==> src/rtl/mem_copy_pkg.sv <==
// mem_copy_pkg: shared types and defaults for the memory copy controller.
package mem_copy_pkg;
  localparam int ADDR_W_DEF = 16;
  localparam int DATA_W_DEF = 16;
  localparam int LEN_W_DEF  = 8;
  localparam logic [DATA_W_DEF-1:0] ZERO_WORD = '0;
  typedef enum logic [1:0] {IDLE, READ, WRITE, DONE} state_t;
endpackage

==> src/rtl/mem_copy_addr_gen.sv <==
// mem_copy_addr_gen: source/destination pointers and remaining-word count.
//   load   : capture src_in/dst_in/len_in
//   step   : advance both pointers (modulo 2^ADDR_W) and decrement the count
//   last   : the count is exactly one, so the current word is the final one
module mem_copy_addr_gen import mem_copy_pkg::*; #(
  parameter int ADDR_W = ADDR_W_DEF,
  parameter int LEN_W  = LEN_W_DEF
) (
  input  logic              clk,
  input  logic              rst,
  input  logic              load,
  input  logic              step,
  input  logic [ADDR_W-1:0] src_in,
  input  logic [ADDR_W-1:0] dst_in,
  input  logic [LEN_W-1:0]  len_in,
  output logic [ADDR_W-1:0] cur_src,
  output logic [ADDR_W-1:0] cur_dst,
  output logic              last
);
  logic [ADDR_W-1:0] src_q, src_d, dst_q, dst_d;
  logic [LEN_W-1:0]  remain_q, remain_d;
  always_comb begin
    src_d    = load ? src_in : step ? src_q + ADDR_W'(1) : src_q;
    dst_d    = load ? dst_in : step ? dst_q + ADDR_W'(1) : dst_q;
    remain_d = load ? len_in : step ? remain_q - LEN_W'(1) : remain_q;
  end
  always_ff @(posedge clk) begin
    if (!rst) begin
      src_q    <= '0;
      dst_q    <= '0;
      remain_q <= '0;
    end else begin
      src_q    <= src_d;
      dst_q    <= dst_d;
      remain_q <= remain_d;
    end
  end
  assign cur_src = src_q;
  assign cur_dst = dst_q;
  assign last    = remain_q == LEN_W'(1);
endmodule

==> src/rtl/mem_copy_ctrl.sv <==
// mem_copy_ctrl: copies len words from src_addr to dst_addr, one read and one write cycle per word.
//   clk, rst (sync, active-low); start/src_addr/dst_addr/len command; busy/done status;
//   mem_addr/mem_wdata/mem_we/mem_re/mem_rdata single-port memory (combinational read).
//   MEM_COPY_CHECKSUM_EN adds output checksum: sum of the words written since the last start.
module mem_copy_ctrl import mem_copy_pkg::*; #(
  parameter int ADDR_W = ADDR_W_DEF,
  parameter int DATA_W = DATA_W_DEF,
  parameter int LEN_W  = LEN_W_DEF
) (
  input  logic              clk,
  input  logic              rst,
  input  logic              start,
  input  logic [ADDR_W-1:0] src_addr,
  input  logic [ADDR_W-1:0] dst_addr,
  input  logic [LEN_W-1:0]  len,
  output logic              busy,
  output logic              done,
  output logic [ADDR_W-1:0] mem_addr,
  output logic [DATA_W-1:0] mem_wdata,
  output logic              mem_we,
  output logic              mem_re,
  input  logic [DATA_W-1:0] mem_rdata
`ifdef MEM_COPY_CHECKSUM_EN
  ,
  output logic [DATA_W-1:0] checksum
`endif
);
  state_t            state_q, state_d;
  logic [DATA_W-1:0] buf_q, buf_d;
  logic [ADDR_W-1:0] cur_src, cur_dst;
  logic              load, step, last, accept;
  mem_copy_addr_gen #(.ADDR_W(ADDR_W), .LEN_W(LEN_W)) u_addr_gen (
    .clk(clk), .rst(rst), .load(load), .step(step),
    .src_in(src_addr), .dst_in(dst_addr), .len_in(len),
    .cur_src(cur_src), .cur_dst(cur_dst), .last(last)
  );
  always_comb begin
    accept  = state_q == IDLE && start;
    load    = accept;
    step    = state_q == WRITE;
    buf_d   = state_q == READ ? mem_rdata : buf_q;
    state_d = state_q;
    case (state_q)
      IDLE:    state_d = !start ? IDLE : len == '0 ? DONE : READ;
      READ:    state_d = WRITE;
      WRITE:   state_d = last ? DONE : READ;
      default: state_d = IDLE;
    endcase
  end
  always_ff @(posedge clk) begin
    if (!rst) begin
      state_q <= IDLE;
      buf_q   <= DATA_W'(ZERO_WORD);
    end else begin
      state_q <= state_d;
      buf_q   <= buf_d;
    end
  end
  assign busy      = state_q != IDLE;
  assign done      = state_q == DONE;
  assign mem_re    = state_q == READ;
  assign mem_we    = state_q == WRITE;
  assign mem_addr  = mem_re ? cur_src : mem_we ? cur_dst : '0;
  assign mem_wdata = mem_we ? buf_q : '0;
`ifdef MEM_COPY_CHECKSUM_EN
  logic [DATA_W-1:0] checksum_q, checksum_d;
  always_comb checksum_d = accept ? '0 : mem_we ? checksum_q + buf_q : checksum_q;
  always_ff @(posedge clk) begin
    if (!rst) checksum_q <= '0;
    else checksum_q <= checksum_d;
  end
  assign checksum = checksum_q;
`endif
endmodule
==> config.mk <==
export PLATFORM = sky130hd
export DESIGN_NAME = mem_copy_ctrl
export DESIGN_NICKNAME = d
export VERILOG_FILES = /design/src/rtl/mem_copy_pkg.sv /design/src/rtl/mem_copy_addr_gen.sv /design/src/rtl/mem_copy_ctrl.sv
export SDC_FILE = /design/constraint.sdc
export NUM_CORES = 1
export LEC_CHECK = 0
export BUFFER_PORTS_ARGS = -buffer_cell sky130_fd_sc_hd__buf_2
export CORE_MARGIN = 5
export CORE_UTILIZATION = 55
export DETAILED_ROUTE_END_ITERATION = 10
export GPL_TIMING_DRIVEN = 0
export MAX_ROUTING_LAYER = met4
export PLACE_DENSITY = 0.82
export SETUP_SLACK_MARGIN = 0.1
export SLEW_MARGIN = 20
export SYNTH_ARGS = -nofsm -noshare
export SYNTH_HDL_FRONTEND = slang
export SYNTH_HIERARCHICAL = 1
export SYNTH_SLANG_ARGS = --single-unit
==> constraint.sdc <==
create_clock -name clk -period 3.8 [get_ports clk]
set_input_delay 0.19 -clock clk [delete_from_list [all_inputs] [get_ports clk]]
set_output_delay 0.19 -clock clk [all_outputs]
set_load 0.1 [all_outputs]
## After elaboration in Yosys (flattened, before gate mapping)

Index checks and enable logic that the tools add are counted.

| storage, ports and cells | value |
|---|---|
| flip-flop bits (word level) | 58 |
| bits of input ports | 59 |
| output and inout bits | 36 |

| cells by class | value |
|---|---|
| add/subtract/negate cells | 3 |
| equal/unequal tests | 4 |
| muxes and demuxes | 13 |
| reductions and logical operators | 5 |

Operators with widths:

| cell | number |
|---|---|
| $mux 16 | 7 |
| $add 16x1->16 const B | 2 |
| $mux 8 | 2 |
| $eq 8x1->1 const B | 1 |
| $logic_not 8->1 | 1 |
| $sub 8x1->8 const B | 1 |
| $mux 2 | 3 |
| $pmux 2 s3 | 1 |
| $eq 2x2->1 const B | 2 |
| $reduce_bool 2->1 | 2 |
| $eq 2x1->1 const B | 1 |
| $logic_not 2->1 | 1 |
| $logic_and 1x1->1 | 1 |

## Depth between registers and ports, before layout

Gate-level depths: netlist of run 1.

| logic depth | value |
|---|---|
| depth after elaboration | 4 |
| mapped depth | 9 |
| mapped depth without buffers | 6 |

## Cells and area by module

Netlist of run 1, hierarchy kept.

Modules (own cells, without submodules):

| module | times used | cells each | area each (µm²) | sequential area each (µm²) |
|---|---|---|---|---|
| mem_copy_addr_gen | 1 | 251 | 2107.0 | 800.8 |
| mem_copy_ctrl | 1 | 123 | 962.2 | 360.3 |

## Least setup slack after synthesis of run 1

OpenSTA, ideal clock, no wires.

| timing | value |
|---|---|
| path type | reg-to-reg |
| start point | register state_q[1] |
| end point | register u_addr_gen.src_q[14] (netlist: u_addr_gen/cur_src[14]) |
| setup time | 0.123 ns |
| arrival | 2.377 ns |
| slack | 1.300 ns |
| stages on the path, launching flop included | 9 |
| path buffers | 3 |
| cell sequence | dfxtp_1 -> nor2b_1 -> buf_2 -> buf_2 -> buf_2 -> nand4_1 -> or4_1 -> nor3b_1 -> a211oi_1 |

| on the way | value |
|---|---|
| elaborated cells between the ends (all ways) | 5 |
| classes of those cells | 1 x eq/ne; 1 x mux; 3 x reduce/logical |

RTL lines:

| what | RTL line | RTL |
|---|---|---|
| start: declaration | mem_copy_ctrl.sv:28 | `state_t state_q, state_d;` |
| start signal: assignment | mem_copy_ctrl.sv:55 | `state_q <= state_d;` |
| $eq 2x2->1 | - |  |
| named net mem_we | mem_copy_ctrl.sv:20 | `output logic mem_we,` |
| $reduce_bool 2->1 (no source line) | - |  |
| end signal: assignment | mem_copy_addr_gen.sv:33 | `src_q <= src_d;` |
| end: declaration | mem_copy_addr_gen.sv:20 | `logic [ADDR_W-1:0] src_q, src_d, dst_q, dst_d;` |

The timed path passes the listed nets, and every way through them passes these cells.
A chain may end at the register's enable or synchronous reset.

## Worst setup path in the final report of run 1

| timing | value |
|---|---|
| start point | register state_q[1] |
| end point | register u_addr_gen.src_q[14] (netlist: u_addr_gen/cur_src[14]) |

| on the way | value |
|---|---|
| cells in the longest elaborated chain, start to end | 3 |
| elaborated cells between the ends (all ways) | 5 |
| classes of those cells | 1 x eq/ne; 1 x mux; 3 x reduce/logical |

Ends and longest elaborated chain:

| what | RTL line | RTL |
|---|---|---|
| $logic_not 2->1 | mem_copy_ctrl.sv:38 | `accept = state_q == IDLE && start;` |
| $logic_and 1x1->1 | mem_copy_ctrl.sv:38 |  |
| $mux 16 or $reduce_bool 2->1 (tied branches) | - |  |

Parallel ways exist; a longest one is shown, timed or not.

==> key figures, run 1 <==
Global routing
  – Largest net degree at the start of global routing: 12
  – First-pass GRT wire length: 13900 um
  – GRT overflow: 0
  – Total GRT Usage: 0.250
  – Vias in the first global route: 2951
  – Initial antenna violation count: 0

Timing
  – Setup_tns: 0 ps
  – Fmax: around 400 MHz
  – Relative slew slack: 0.601
  – Final hold violations: 0
  – Worst hold slack: 75.5 ps
  – RSZ-0062 raised after global routing: no
  – Final slew viol count: 0
  – Setup ws final: ~1300 ps
  – Final period utilization: 0.658
  – Final setup fails: 0
  – Min cycle time layout: approximately 2500 ps
  – Worst-Margin Slew: roughly 600 ps
  – Final Skew: approximately 8.6 ps

Detailed routing
  – Vias: between 3000 and 4000
  – Drt initial violations: around 230
  – Residual DRC: 0
  – WL final: 8620 um
  – Vias per cell: 5.64
  – WL/cell: roughly 15 um
  – Pre-Repair DR Iteration Count: 5
  – Final ANT Viol Nets: 0

Clock tree
  – Clock transition at path regs: 70 ps
  – Cts hold-fix bufs: 0
  – Clk Latency, worst-skew pair: 340 ps
  – CTS tree: done
  – Post-CTS Resized: 0
  – Root buf cell: clkbuf_8
  – Clk sink count: 58
  – CTS Buf Count: 9
  – Post-CTS setup buffers: 0
  – H-tree Lvls: 3
  – CTS max path bufs: 2

Finish
  – Layout area overhead: 23.8%
  – Layout fillers: 475
  – Final instance area: ~0.0038 sq mm
  – Nets: 542
  – Commonest non-fill, non-tap cells in the layout: buf_2, dfxtp_1, nand2_1
  – Final Instance Count excl. Fillers: between 500 and 600
  – Most common cell after layout, fill and taps aside: buf_2
  – Layout cell share with drive strength beyond 1: 0.262
  – # diodes: 0
  – Core Util, Final: 0.694

Floorplanning
  – I/O pin cnt: between 90 and 100
  – Die H: roughly 85 um
  – Core box area: approximately 0.0055 sq mm
  – DIE AREA: between 0.007 and 0.008 sq mm
  – Starting Density: 0.561
  – Rows: 27
  – Die Width: 84.7 um

Pwr
  – Cell-internal power: 1.00 mW
  – Sequential share of power: 0.465
  – Net Sw Power: 0.533 mW
  – Sw Share: 0.347
  – PD cells: roughly 400 mW/mm^2
  – Leak: 1.65 nW
  – Logic pwr share: 0.211
  – Clock Power Share: 0.324
  – VDD IR max: 0.231 mV
  – Total Power: around 1.5 mW

Yosys
  – Synth Instances: ~370
  – Number of synthesized flops with an enable pin: 0
  – Post-Syn Nets: approximately 440
  – Netlist cell types: 43
  – Ys flop type: dfxtp_1
  – Synthesis Warnings: 6
  – Synth top area share: 0.378
  – Cell taking the most area after synthesis: dfxtp_1
  – Seq/Total Area, Yosys: 0.378
  – #FFs+latches synth: 58
  – Async set or reset register ratio after synthesis: 0
  – Netlist Area Pre-Place: slightly above 0.003 sq mm
  – Synth top area cells: dfxtp_1, nand2_1, xnor2_1
  – Synth Area per Inst: between 8 and 9 sq um

Setup path
  – Crit path kind: reg -> reg
  – R2R cell count: 8
  – Crit path arrival time: 2730 ps
  – Critical path data required time: around 4000 ps
  – Worst Setup Start Kind: register
  – Critical path peak fanout: 11
  – CP endpoint kind: register
  – Critical Path Source: state_q[1]
  – Crit path to: u_addr_gen/cur_src[14]
  – R2R Setup Slk: roughly 1300 ps
  – Reg-to-Reg End: u_addr_gen/cur_src[14]
  – RR Startpoint: state_q[1]

Placement
  – DP HPWL: between 6000 and 7000 um
  – Placed Cells incl. Taps: 540
  – Dpl cell area: 0.00363 sq mm
  – Final Wtd Congestion: 0.911
  – IO buf count: between 90 and 100
  – Worst slack, placed: 1340 ps

Run status
  – Status: finished clean

Run
  – Max-Cap Viols: 0

Worst hold path
  – HP Class: in -> reg
-- per-layer routing --
metal | track usage | wire length, um
met1 | 0.317 | 3780
met2 | 0.389 | 3980
met3 | 0.0422 | 694
met4 | 0.112 | 161
met5 | - | 0
-- cells by family (layout without fill, tap and decap cells) --
kind of cell	count (synthesis)	count (layout)	synth area share
and+or+nand+nor	142	142	0.244
adders and majority gates	4	4	0.0163
muxes	2	2	0.00652
AOI/OAI and AO/OA	104	104	0.214
xor gates and xnor gates	30	30	0.0856
DFF	58	58	0.378
buffers and inverters	34	144	0.0554
-- power by group through the flow --
stage	logic (mW)	clock network (mW)	registers (mW)
2_1_floorplan	0.241	0	0.712
3_3_place_gp	0.315	0	0.722
3_5_place_dp	0.321	0	0.726
4_1_cts	0.323	0.503	0.713
5_1_grt	0.352	0.536	0.722
6_report	0.325	0.498	0.714
-- how the worst min path moves through the flow --
stage	cells after the start	endpoint	startpoint
2_1_floorplan	2	buf_q[0]	mem_rdata[0]
3_3_place_gp	2	u_addr_gen/cur_src[0]	src_addr[0]
3_5_place_dp	2	u_addr_gen/cur_src[0]	src_addr[0]
4_1_cts	2	u_addr_gen/cur_dst[1]	dst_addr[1]
5_1_grt	2	u_addr_gen/cur_dst[4]	dst_addr[4]
6_report	2	u_addr_gen/cur_dst[1]	dst_addr[1]
-- flip-flops by register name, summed over array words and instances, names as in the netlist --
register / count
buf_q: 16
u_addr_gen/cur_dst: 16
u_addr_gen/cur_src: 16
u_addr_gen/remain_q: 8
state_q: 2
-- synthesized netlist by cell type, types with 3 or more instances --
master     n
o21ai_0   31
or3_1      3
clkbuf_1  12
nand2b_1   5
a21oi_1   37
nand3_1    6
ha_1       4
nor2_1    10
a22o_1    16
nor4_1     8
xnor2_1   22
buf_6      4
dfxtp_1   58
nand4_1    9
and2_1    20
o211a_1   10
buf_2      5
nand2_1   54
xor2_1     8
nor3_1    11
inv_1      7
a31oi_1    4
-- critical path, stage by stage (launching register included) --
cell and delay (ps):
dfxtp_1 400, nor2b_1 150, buf_2 190, buf_2 230, buf_2 230, nand4_1 290
or4_1 620, nor3b_1 210, a211oi_1 70
-- area by class of cell --
cell class / instances / area, sq um / share of cell area
well taps: 72 / 90.1 / 0.0237
multi-input cells: 282 / 1740 / 0.457
flip-flops and latches: 58 / 1160 / 0.306
inverters: 10 / 40.0 / 0.0105
clock inverters: 7 / 46.3 / 0.0122
repair buffers: 94 / 470 / 0.124
clock buffers: 9 / 124 / 0.0326
plain buffers: 24 / 130 / 0.0342
Note: power is estimated with default switching activity, not from simulation.
==> inputs of run 2 (changes only) <==
--- a/config.mk
+++ b/config.mk
@@ -7,11 +7,11 @@
 export LEC_CHECK = 0
 export BUFFER_PORTS_ARGS = -buffer_cell sky130_fd_sc_hd__buf_2
 export CORE_MARGIN = 5
-export CORE_UTILIZATION = 55
+export CORE_UTILIZATION = 46
 export DETAILED_ROUTE_END_ITERATION = 10
 export GPL_TIMING_DRIVEN = 0
 export MAX_ROUTING_LAYER = met4
-export PLACE_DENSITY = 0.82
+export PLACE_DENSITY = 0.73
 export SETUP_SLACK_MARGIN = 0.1
 export SLEW_MARGIN = 20
 export SYNTH_ARGS = -nofsm -noshare
==> constraint.sdc (replaced) <==
create_clock -name clk -period 2.1 [get_ports clk]
set_input_delay 0.105 -clock clk [delete_from_list [all_inputs] [get_ports clk]]
set_output_delay 0.105 -clock clk [all_outputs]
set_load 0.1 [all_outputs]
==> key figures, run 2 (synthesized netlist as in run 1, its figures left out) <==
Placement
  – Final Wtd Congestion: 0.872 (-4.3%)
  – Worst slack, placed: -75.9 ps (-1420 ps)
  – Placed Cells incl. Taps: 545 (+0.93%)
  – DP HPWL: 6460 um (+3.1%)
  – IO buf count: 94 (unchanged)

Floorplanning
  – Die H: 91.7 um (+8.2%)
  – Starting Density: 0.478 (-0.0829)
  – Core box area: 0.00642 sq mm (+17%)
  – DIE AREA: 0.00841 sq mm (+17%)
  – Die Width: 91.7 um (+8.2%)
  – Rows: 29 (+7.4%)
  – I/O pin cnt: 95 (unchanged)

Clock tree
  – Clock transition at path regs: 70 ps (about the same)
  – Clk Latency, worst-skew pair: 330 ps (about the same)
  – CTS Buf Count: 9 (unchanged)
  – Clk sink count: 58 (unchanged)
  – CTS tree: done
  – CTS max path bufs: 2 (unchanged)
  – Root buf cell: clkbuf_8
  – H-tree Lvls: 3 (unchanged)

Setup path
  – Crit path kind: reg -> out
  – Worst Setup Start Kind: register
  – CP endpoint kind: primary output
  – Critical path data required time: 2000 ps (-2030 ps)
  – Critical path peak fanout: 10 (-1)
  – Crit path arrival time: 1790 ps (-940 ps)

Timing
  – Final period utilization: 0.901
  – Final Skew: 9.82 ps (+1.22 ps)
  – Min cycle time layout: 1890 ps
  – Setup_tns: 0 ps (unchanged)
  – RSZ-0062 raised after global routing: no
  – Worst-Margin Slew: 570 ps (-28.2 ps)
  – Worst hold slack: 14.3 ps (-61.2 ps)
  – Fmax: 529 MHz
  – Final slew viol count: 0 (unchanged)
  – Final setup fails: 0 (unchanged)
  – Setup ws final: 208 ps (-1090 ps)
  – Relative slew slack: 0.620 (+0.0188)
  – Final hold violations: 0 (unchanged)

Global routing
  – GRT overflow: 0 (unchanged)
  – Vias in the first global route: 3079 (+4.3%)
  – Total GRT Usage: 0.220 (-0.0296)
  – First-pass GRT wire length: 14400 um (+3.6%)
  – Initial antenna violation count: 0 (unchanged)
  – Largest net degree at the start of global routing: 12 (unchanged)

Finish
  – Commonest non-fill, non-tap cells in the layout: buf_2, dfxtp_1, nand2_1
  – # diodes: 0 (unchanged)
  – Final Instance Count excl. Fillers: 576 (+3.6%)
  – Nets: 557 (+2.8%)
  – Most common cell after layout, fill and taps aside: buf_2
  – Layout area overhead: 35.1%
  – Footprint of the multi-input gates: 0.00181 sq mm (+4.2%)
  – Layout fillers: 563 (+19%)
  – Sequential cell area: 0.00116 sq mm (+0.32%)
  – Layout cell share with drive strength beyond 1: 0.295 (+0.0322)

Pwr
  – Total Power: 2.97 mW (+93%)
  – VDD IR max: 0.422 mV (+83%)
  – Net Sw Power: 0.941 mW (+76%)
  – Clock Power Share: 0.355 (+0.031)
  – Cell-internal power: 2.03 mW (+100%)
  – Leak: 1.78 nW (+8.3%)
  – Logic pwr share: 0.210 (about the same)
  – PD cells: 716 mW/mm^2 (+77%)
  – Sw Share: 0.317 (-0.0304)
  – Sequential share of power: 0.436 (-0.029)

Detailed routing
  – Vias: 3157 (+0.73%)
  – Drt initial violations: 167 (-27%)
  – Final ANT Viol Nets: 0 (unchanged)
  – WL/cell: 15.8 um (+1.8%)
  – Residual DRC: 0 (unchanged)
  – WL final: 9090 um (+5.5%)
  – Vias per cell: 5.48 (-2.8%)
  – Pre-Repair DR Iteration Count: 4 (-1)

Worst hold path
  – HP Class: in -> reg

Run
  – Max-Cap Viols: 0 (unchanged)

Run status
  – Status: finished clean
-- run 2: cell types whose count changed in the layout (fill, tap and decap cells not counted), sizes merged --
cell	change
clkinvlp	-2
bufinv	+1
clkbuf	+23
buf	-17
clkinv	-1
dlygate4sd3	+11
-- run 2: worst max-delay path: stages (launching register included) --
cell and delay (ps):
dfxtp_4 370, nor2b_2 130, buf_4 150, buf_12 110, buf_2 190, a22o_1 180
clkbuf_4 340
-- run 2: power groups by stage --
stage                     clock, mW  combinational [mW]  sequential (mW)
after floorplan                   0               0.440             1.29
final                          1.05               0.623             1.29
after global routing           1.14               0.674             1.31
after CTS                      1.08               0.607             1.29
after global placement            0               0.578             1.31
after detailed placement          0               0.585             1.31
-- run 2: path summary, 6_finish.rpt --
kind | start | end | slack (ps) | depth (start not counted)
worst min-delay path | mem_rdata[12] | buf_q[12] | 10 | 3
worst max register to register | u_addr_gen/cur_dst[6] | u_addr_gen/cur_dst[15] | 230 | 4
worst max-delay path | state_q[1] | mem_addr[7] | 210 | 6
worst min register to register | buf_q[6] | buf_q[6] | 450 | 2
-- run 2: area by class of cell --
type                    count  share of cell area
inverters                  10             0.00965
flip-flops and latches     58               0.281
multi-input cells         282               0.437
well taps                  77              0.0232
clock buffers              11              0.0365
plain buffers              23              0.0353
repair buffers            110               0.165
clock inverters             5              0.0127
-- run 2: repair_timing --
action,in CTS,in global routing
endpoints found under the hold margin,11,0
setup buffers,2,3
pin swaps,0,3
resized for setup,9,31
hold buffers,11,0
endpoints found under the setup margin,17,52
-- run 2: per-layer routing --
metal,share of wire,track usage,vias to the layer above
li1,-,-,1565
met1,0.42,0.275,1438
met2,0.48,0.353,142
met3,0.082,0.0450,12
met4,0.015,0.0779,0
met5,0,-,-
-- run 2: stage by stage --
stage | instance area (sq um) | utilization
floorplan | 3090 | -
global placement | 3660 | 0.569
detailed placement | 3660 | 0.569
CTS | 4020 | 0.626
global route | 4150 | 0.646
finish | 4150 | 0.646
==> inputs of run 3 (changes only) <==
--- a/config.mk
+++ b/config.mk
@@ -7,11 +7,11 @@
 export LEC_CHECK = 0
 export BUFFER_PORTS_ARGS = -buffer_cell sky130_fd_sc_hd__buf_2
 export CORE_MARGIN = 5
-export CORE_UTILIZATION = 46
+export CORE_UTILIZATION = 55
 export DETAILED_ROUTE_END_ITERATION = 10
 export GPL_TIMING_DRIVEN = 0
 export MAX_ROUTING_LAYER = met4
-export PLACE_DENSITY = 0.73
+export PLACE_DENSITY = 0.82
 export SETUP_SLACK_MARGIN = 0.1
 export SLEW_MARGIN = 20
 export SYNTH_ARGS = -nofsm -noshare
==> constraint.sdc (replaced) <==
create_clock -name clk -period 2.2 [get_ports clk]
set_input_delay 0.11 -clock clk [delete_from_list [all_inputs] [get_ports clk]]
set_output_delay 0.11 -clock clk [all_outputs]
set_load 0.1 [all_outputs]
==> key figures, run 3 (synthesized netlist as in run 1, its figures left out) <==
Clock tree
  – CTS max path bufs: 2 (unchanged)
  – Clock transition at path regs: 70 ps (about the same)
  – Root buf cell: clkbuf_8
  – CTS Buf Count: 9 (unchanged)
  – H-tree Lvls: 3 (unchanged)
  – Clk Latency, worst-skew pair: 340 ps (about the same)
  – CTS tree: done
  – Clk sink count: 58 (unchanged)

Timing
  – Fmax: ~500 MHz
  – Relative slew slack: 0.613 (-0.00720)
  – Final setup fails: 0 (unchanged)
  – Min cycle time layout: 2000 ps
  – Final hold violations: 0 (unchanged)
  – Worst-Margin Slew: 580 ps (+10.8 ps)
  – Final slew viol count: 0 (unchanged)
  – Setup ws final: 201 ps (-7.65 ps)
  – Final period utilization: 0.909
  – RSZ-0062 raised after global routing: no
  – Setup_tns: 0 ps (unchanged)
  – Final Skew: 6.29 ps (-3.53 ps)

Finish
  – Commonest non-fill, non-tap cells in the layout: buf_2, dfxtp_1, nand2_1
  – Most common cell after layout, fill and taps aside: buf_2
  – Layout area overhead: 30.2%
  – Layout cell share with drive strength beyond 1: 0.277 (-0.0176)
  – # diodes: 0 (unchanged)
  – Nets: 549 (-1.4%)

Floorplanning
  – Starting Density: 0.561 (+0.0829)
  – I/O pin cnt: 95 (unchanged)
  – Die Width: 84.7 um (-7.6%)
  – DIE AREA: 0.00717 sq mm (-15%)
  – Rows: 27 (-6.9%)
  – Die H: 84.7 um (-7.6%)
  – Core box area: 0.00547 sq mm (-15%)

Pwr
  – VDD IR max: 0.546 mV (+29%)
  – PD cells: 752 mW/mm^2 (+5.1%)
  – Leak: 1.72 nW (-3.3%)

Placement
  – DP HPWL: 6430 um (-0.57%)
  – Worst slack, placed: -96.8 ps (-20.9 ps)
  – IO buf count: 94 (unchanged)
  – Final Wtd Congestion: 0.932 (+6.9%)

Setup path
  – Worst Setup Start Kind: register
  – Crit path arrival time: 1890 ps (+100 ps)
  – R2R Setup Slk: 220 ps (about the same)
  – Critical path data required time: 2090 ps (+90 ps)
  – Critical path peak fanout: 10 (unchanged)
  – CP endpoint kind: primary output
  – Crit path kind: reg -> out

Detailed routing
  – Vias: 3188 (+0.98%)
  – Residual DRC: 0 (unchanged)
  – Final ANT Viol Nets: 0 (unchanged)
  – DR top layer: met4
  – Metal3 WL: 814 um (+9.7%)
  – WL/cell: 15.9 um (+0.79%)
  – Drt initial violations: 233 (+40%)
  – WL final: 8950 um (-1.5%)
  – Met2 Wirelength: 4350 um (-0.64%)
  – Vias per cell: 5.66 (+3.3%)
  – Pre-Repair DR Iteration Count: 5 (+1)
  – WL met1: 3620 um (-5.6%)

Worst hold path
  – HP Class: in -> reg

Global routing
  – Vias in the first global route: 3142 (+2.0%)
  – GRT overflow: 0 (unchanged)
  – Initial antenna violation count: 0 (unchanged)
  – Largest net degree at the start of global routing: 12 (unchanged)
  – First-pass GRT wire length: 14600 um (+1.4%)
  – Total GRT Usage: 0.260 (+0.0394)

Run
  – Max-Cap Viols: 0 (unchanged)

Run status
  – Status: finished clean
-- run 3: cell types whose count changed in the layout (fill, tap and decap cells not counted), moves of 2 or more --
cell | previous run | this run
nor4_4 | 2 | 0
dlygate4sd3_1 | 11 | 7
bufinv_16 | 1 | 3
clkbuf_4 | 20 | 0
buf_2 | 77 | 97
clkinvlp_4 | 1 | 3
nor3_1 | 9 | 11
nor3_2 | 2 | 0
clkinv_2 | 3 | 1
clkbuf_8 | 11 | 9
-- run 3: metal layers --
layer	up-vias	GRT usage
met5	-	-
met4	0	0.104
met3	20	0.0432
met2	166	0.433
met1	1450	0.310
li1	1552	-
-- run 3: report_power, final --
part	internal, mW	switching (mW)
Combinational	0.206	0.373
Clock	0.749	0.444
Sequential	1.14	0.0986
Total	2.09	0.916
-- run 3: critical path, cell delays in order (launching register included) --
cell     delay [ps]
dfxtp_1         380
nor2b_1         160
buf_4           180
buf_2           220
a22o_1          180
buf_2           430
-- run 3: per-stage QoR --
stage	utilization	instance area, sq um	total power [mW]	std cells	hold WS [ps]
global route	0.730	4000	3.13	563	10.1
global placement	0.666	3640	1.80	540	334
detailed placement	0.666	3640	1.81	540	338
CTS	0.730	3990	3.02	565	0.0418
finish	0.730	4000	3.01	563	9.65
floorplan	-	3080	1.65	374	246
-- run 3: final cells by class --
cell class / count / area (sq um)
plain buffers: 22 / 141
clock buffers: 9 / 124
clock inverters: 7 / 118
fillers: 439 / 1480
inverters: 10 / 40.0
multi-input cells: 282 / 1770
flip-flops and latches: 58 / 1160
well taps: 72 / 90.1
repair buffers: 103 / 556
-- run 3: worst paths after layout --
check               start                     to  cells past startpoint
min          mem_rdata[3]               buf_q[3]                      3
max            state_q[1]            mem_addr[7]                      5
max reg2reg    state_q[1]  u_addr_gen/cur_src[9]                      7
min reg2reg      buf_q[7]               buf_q[7]                      2
-- run 3: timing repair --
| item | in CTS | in global routing |
|---|---|---|
| resized for setup | 5 | 5 |
| hold buffers | 7 | 0 |
| setup buffers | 2 | 0 |
| pin swaps | 1 | 1 |
| endpoints found under the setup margin | 11 | 15 |
| hold endpoints to repair | 7 | 0 |
